`src/rtl/spike_delay_dispatcher_pkg.sv`:
```
// Shared SNN definitions for the spike delay dispatcher.
// Delay-code width, history depth and FSM state encoding.
package spike_delay_dispatcher_pkg;

  localparam int DCODE_W = 2;
  localparam int HIST_D  = 4;

  typedef enum logic [1:0] {
    ST_IDLE   = 2'd0,
    ST_SELECT = 2'd1,
    ST_EMIT   = 2'd2
  } state_e;

endpackage

```
`src/rtl/spike_delay_line.sv`:
```
// One synapse: shift-register spike history plus
// a tap mux selecting the spike from delay_i steps ago.
module spike_delay_line
  import spike_delay_dispatcher_pkg::*;
(
  input  logic               clk,
  input  logic               reset,
  input  logic               clear_i,
  input  logic               shift_i,
  input  logic               spike_i,
  input  logic [DCODE_W-1:0] delay_i,
  output logic               tap_o
);

  logic [HIST_D-1:0] hist_q;

  // Newest spike enters at bit 0 on each processed step.
  always_ff @(posedge clk or posedge reset) begin
    if (reset) begin
      hist_q <= '0;
    end else if (clear_i) begin
      hist_q <= '0;
    end else if (shift_i) begin
      hist_q <= {hist_q[HIST_D-2:0], spike_i};
    end
  end

  assign tap_o = hist_q[delay_i];

endmodule

```
`src/rtl/spike_delay_dispatcher.sv`:
```
// Per-synapse delayed spike dispatch with a one-deep
// step buffer and valid/ready output handshake.
module spike_delay_dispatcher
  import spike_delay_dispatcher_pkg::*;
#(
  parameter int M    = 24,
  parameter int DMAX = 3
) (
  input  logic           clk,
  input  logic           reset,
  input  logic           clear,
  input  logic           step,
  input  logic [M-1:0]   spike_in,
  input  logic [2*M-1:0] delays,
  output logic [M-1:0]   spikes_out,
  output logic           out_valid,
  input  logic           out_ready,
  output logic           busy,
  output logic           overrun,
  output logic [7:0]     timestep
);

  state_e       state_q, state_d;
  logic         valid_q, valid_d;
  logic         pend_q, pend_d;
  logic [M-1:0] pvec_q, pvec_d;
  logic         ovr_q, ovr_d;
  logic [7:0]   ts_q, ts_d;
  logic [M-1:0] out_q;
  logic [M-1:0] svec;
  logic [M-1:0] tap;
  logic         shift;
  logic         load;

  // Next-state, buffering and history control.
  always_comb begin
    state_d = state_q;
    valid_d = valid_q;
    pend_d  = pend_q;
    pvec_d  = pvec_q;
    ovr_d   = ovr_q;
    ts_d    = ts_q;
    shift   = 1'b0;
    load    = 1'b0;
    svec    = pend_q ? pvec_q : spike_in;
    unique case (state_q)
      ST_IDLE: begin
        if (pend_q || step) begin
          shift   = 1'b1;
          ts_d    = ts_q + 8'd1;
          state_d = ST_SELECT;
          if (pend_q) begin
            if (step) pvec_d = spike_in;
            else      pend_d = 1'b0;
          end
        end
      end
      ST_SELECT: begin
        load    = 1'b1;
        valid_d = 1'b1;
        state_d = ST_EMIT;
      end
      ST_EMIT: begin
        if (out_ready) begin
          valid_d = 1'b0;
          state_d = ST_IDLE;
        end
      end
      default: state_d = ST_IDLE;
    endcase
    if (step && (state_q != ST_IDLE)) begin
      if (!pend_q) begin
        pend_d = 1'b1;
        pvec_d = spike_in;
      end else begin
        ovr_d = 1'b1;
      end
    end
    if (clear) begin
      state_d = ST_IDLE;
      valid_d = 1'b0;
      pend_d  = 1'b0;
      pvec_d  = '0;
      ovr_d   = 1'b0;
      ts_d    = '0;
      shift   = 1'b0;
      load    = 1'b0;
    end
  end

  // Control and status registers.
  always_ff @(posedge clk or posedge reset) begin
    if (reset) begin
      state_q <= ST_IDLE;
      valid_q <= 1'b0;
      pend_q  <= 1'b0;
      pvec_q  <= '0;
      ovr_q   <= 1'b0;
      ts_q    <= '0;
    end else begin
      state_q <= state_d;
      valid_q <= valid_d;
      pend_q  <= pend_d;
      pvec_q  <= pvec_d;
      ovr_q   <= ovr_d;
      ts_q    <= ts_d;
    end
  end

  // Output vector captured in SELECT, held otherwise.
  always_ff @(posedge clk or posedge reset) begin
    if (reset) begin
      out_q <= '0;
    end else if (load) begin
      out_q <= tap;
    end
  end

  for (genvar i = 0; i < M; i++) begin : g_syn
    logic [DCODE_W-1:0] code;
    logic [DCODE_W-1:0] dsel;
    assign code = delays[DCODE_W*i +: DCODE_W];
    assign dsel = (code > DCODE_W'(DMAX)) ?
                  DCODE_W'(DMAX) : code;
    spike_delay_line u_line (
      .clk     (clk),
      .reset   (reset),
      .clear_i (clear),
      .shift_i (shift),
      .spike_i (svec[i]),
      .delay_i (dsel),
      .tap_o   (tap[i])
    );
  end

  assign spikes_out = out_q;
  assign out_valid  = valid_q;
  assign busy       = (state_q != ST_IDLE);
  assign overrun    = ovr_q;
  assign timestep   = ts_q;

endmodule
```
`config.mk`:
```
export PLATFORM = sky130hd
export DESIGN_NAME = spike_delay_dispatcher
export DESIGN_NICKNAME = d
export VERILOG_FILES = /design/src/rtl/spike_delay_dispatcher_pkg.sv /design/src/rtl/spike_delay_line.sv /design/src/rtl/spike_delay_dispatcher.sv
export SDC_FILE = /design/constraint.sdc
export NUM_CORES = 1
export LEC_CHECK = 0
export BUFFER_PORTS_ARGS = -buffer_cell sky130_fd_sc_hd__buf_2
export CAP_MARGIN = 20
export CORE_MARGIN = 4
export CORE_UTILIZATION = 60
export CTS_CLUSTER_SIZE = 40
export DETAILED_ROUTE_END_ITERATION = 10
export HOLD_SLACK_MARGIN = 0.03
export PLACE_DENSITY = 0.85
export SETUP_SLACK_MARGIN = 0.4
export SLEW_MARGIN = 20
export SYNTH_ARGS = -nofsm -noshare
export SYNTH_HDL_FRONTEND = slang
export SYNTH_SLANG_ARGS = --single-unit
```
`constraint.sdc`:
```
create_clock -name clk -period 9.1 [get_ports clk]
set_clock_uncertainty 0.2 [all_clocks]
set_input_delay 2.73 -clock clk [delete_from_list [all_inputs] [get_ports clk]]
set_output_delay 2.73 -clock clk [all_outputs]
set_load 0.01 [all_outputs]
```
==> key figures <==
Status
  • Status: complete, no violations

Clocking
  • Worst-Skew Late Latency: 0.42 ns
  • Setup bufs post-CTS: 0
  • CTS Buffer Depth: 2
  • Hold_buf cts: 0
  • H-tree lvl count: 4
  • Worst-path clk slew: 0.06 ns
  • CTS Buf Count: 17
  • Clock Sink Count: 157
  • Cts repair resizes: 0
  • Clock Tree Root: clkbuf_16
  • TritonCTS clock tree: yes

Route
  • Drt wl/cell: 17.8 um
  • Drt first pass iters: 5
  • WL final: 16.2 mm
  • Routed Antenna Nets: 0
  • Drt initial violations: 561
  • DR DRC count: 0
  • Avg Vias per Cell: 5.93
  • DR vias: 5,387

GRT
  • Initial antenna violation count: 0
  • Grt ovf: 0
  • First-pass GRT wire length: 26.6 mm
  • Number of global-route vias before repair: 5,504
  • Largest net degree at the start of global routing: 123
  • GRT Overall Usage: 25.6%

Worst setup path
  • Critical Path Source Type: flop
  • Arrival time worst endpoint: 1.64 ns
  • CP top delay family: flip-flops
  • Crit Path Max Fanout: 11
  • Req. time, crit path: 6.17 ns
  • Crit path cell chain: or2_1, buf_2
  • Critical Path Max Stage Delay: 0.52 ns
  • Crit path buf inv count: 1
  • Worst Setup End Kind: primary output
  • Critical path class: reg -> out
  • CP max stage cell: dfrtp_1

Die
  • Die span in x: 116 um
  • I/O pins: 112
  • Die area: 13,400 um^2
  • Core box area: 11,400 um^2
  • Die H: 116 um
  • Site Rows: 39
  • Starting Density: 61.2%

Timing
  • Slew @ Worst Pin: 1.04 ns
  • Slew margin rel.: 30.5%
  • Crit share post-route: 50.2%
  • Final slew viol count: 0
  • Fin Setup TNS: 0 ns
  • Final setup fails: 0
  • FMAX: 0.219 GHz
  • Tmin final: 4.57 ns
  • Fin. Hold Viols: 0
  • Unrepaired setup endpoints after global routing: no

Synth
  • Post-synth EDFFs: 0
  • Sequential area share after synthesis: 56.2%
  • Synth top area cells: dfrtp_1, nand2_1, mux4_2, a21oi_1, mux2_2
  • Count leader, synth: nand2_1
  • Netlist cell types: 32
  • #FFs+latches synth: 157
  • Cell Area, Synth: 6990 um^2
  • Asr flop ratio synth: 100%
  • Syn Area/Cell: 10.5 um^2
  • Syn Nets: 742
  • Main synth FF type: dfrtp_1
  • Share of the synthesized area in the top cell type: 56.2%
  • Post-synth top cells: nand2_1, dfrtp_1, a21oi_1, nor2_1, mux2i_1
  • Post-Syn Instances: 664
  • Cell taking the most area after synthesis: dfrtp_1
  • Ys Warns: 0

Power
  • Leakage power: 0.00370 uW
  • Pwr Density: 209 nW/um^2
  • VDD IR max: 124 uV

Final layout
  • Fillers: 765
  • Finished Layout Cells: 909
  • Share of cells above drive strength 1: 26.5%
  • Net count of the finished layout: 831
  • ANT cells: 0
  • Layout area overhead: 17.1%

Place
  • DPL Wire Length: 9.95 mm
  • GPL Wtd Cong: 0.852
  • DP Cell Count: 876
  • Port Buffers: 111

Job
  • Max Cap Viol: 0

Min path
  • Worst Hold Class: reg -> reg
cell type report:
cell class	count	area, um^2	share of cell area [%]
tap	143	179	2.19
multi-input combinational	459	2850	34.8
sequential	157	3930	48.1
clock inverter	12	144	1.76
inverter	1	8.76	0.107
clock buffer	20	457	5.58
timing repair buffer	117	611	7.47
worst reg2reg max path: stages (launching register included):
cell	delay [ns]
dfrtp_2	0.72
nor2_2	0.50
or2_2	0.52
buf_4	0.56
nand2_1	0.14
a21oi_1	0.18
per-stage QoR:
step	hold slack, ns	total power (uW)	worst slack [ns]	cell area, um^2	util, %
2_1_floorplan	0.297	927	1.94	6990	-
3_3_place_gp	0.284	987	4.38	7560	66.2
3_5_place_dp	0.290	998	4.26	7560	66.2
4_1_cts	0.303	1720	4.56	8160	71.5
5_1_grt	0.320	1780	4.46	8180	71.6
6_report	0.298	1710	4.53	8180	71.6
final timing paths:
| kind | start | endpoint | slack [ns] | cells past startpoint |
|---|---|---|---|---|
| worst max-delay path | state_q[1] | busy | 4.53 | 2 |
| worst max register to register | pend_q | g_syn[6].u_line.hist_q[2] | 6.19 | 5 |
| worst min-delay path | spikes_out[2] | spikes_out[2] | 0.30 | 1 |
| worst min register to register | spikes_out[2] | spikes_out[2] | 0.30 | 1 |
| min in group asynchronous | reset | g_syn[22].u_line.hist_q[1] | 2.29 | 2 |
| max in group asynchronous | reset | g_syn[16].u_line.hist_q[0] | 5.08 | 3 |
sequential cells by signal (all words and copies together), names as in the netlist:
name / count
g_syn.u_line.hist_q: 96
pvec_q: 24
spikes_out: 24
timestep: 8
state_q: 2
out_valid: 1
overrun: 1
pend_q: 1
kinds of logic (layout without fill, tap and decap cells):
kind of cell,count (synthesis),in the layout,synth area share [%]
AND/OR/NAND/NOR,251,251,14.4
XOR/XNOR,6,6,0.752
adder cells (fa/ha/maj),1,1,0.179
multiplexers,73,73,15.2
AO/OA/AOI/OAI,128,128,10.1
flip-flops,157,157,56.2
buffers and inverters,48,150,3.13
cell usage in the layout, fill, tap and decap left out, drive strengths merged, types with 4 or more instances in the layout:
cell type	Yosys	routed
mux2i	25	25
mux4	24	24
xnor2	6	6
dfrtp	157	157
clkbuf	20	20
buf	27	117
nand3	4	4
clkinv	0	7
mux2	24	24
a211oi	24	24
a21oi	100	100
nor2	36	36
nand2	198	198
routing by layer:
metal  GRT usage (%)  up-vias  routed length (um)
met4            10.1        0                 400
li1                -     2449                   -
met5               0        -                   0
met2            41.6      231                8220
met1            33.8     2667                6460
met3            5.59       40                1090
power breakdown:
group | switching, uW | internal (uW)
Clock | 279 | 443
Combinational | 126 | 83.0
Sequential | 38.5 | 743
Total | 443 | 1270
Power figures use the tool's default switching activity.
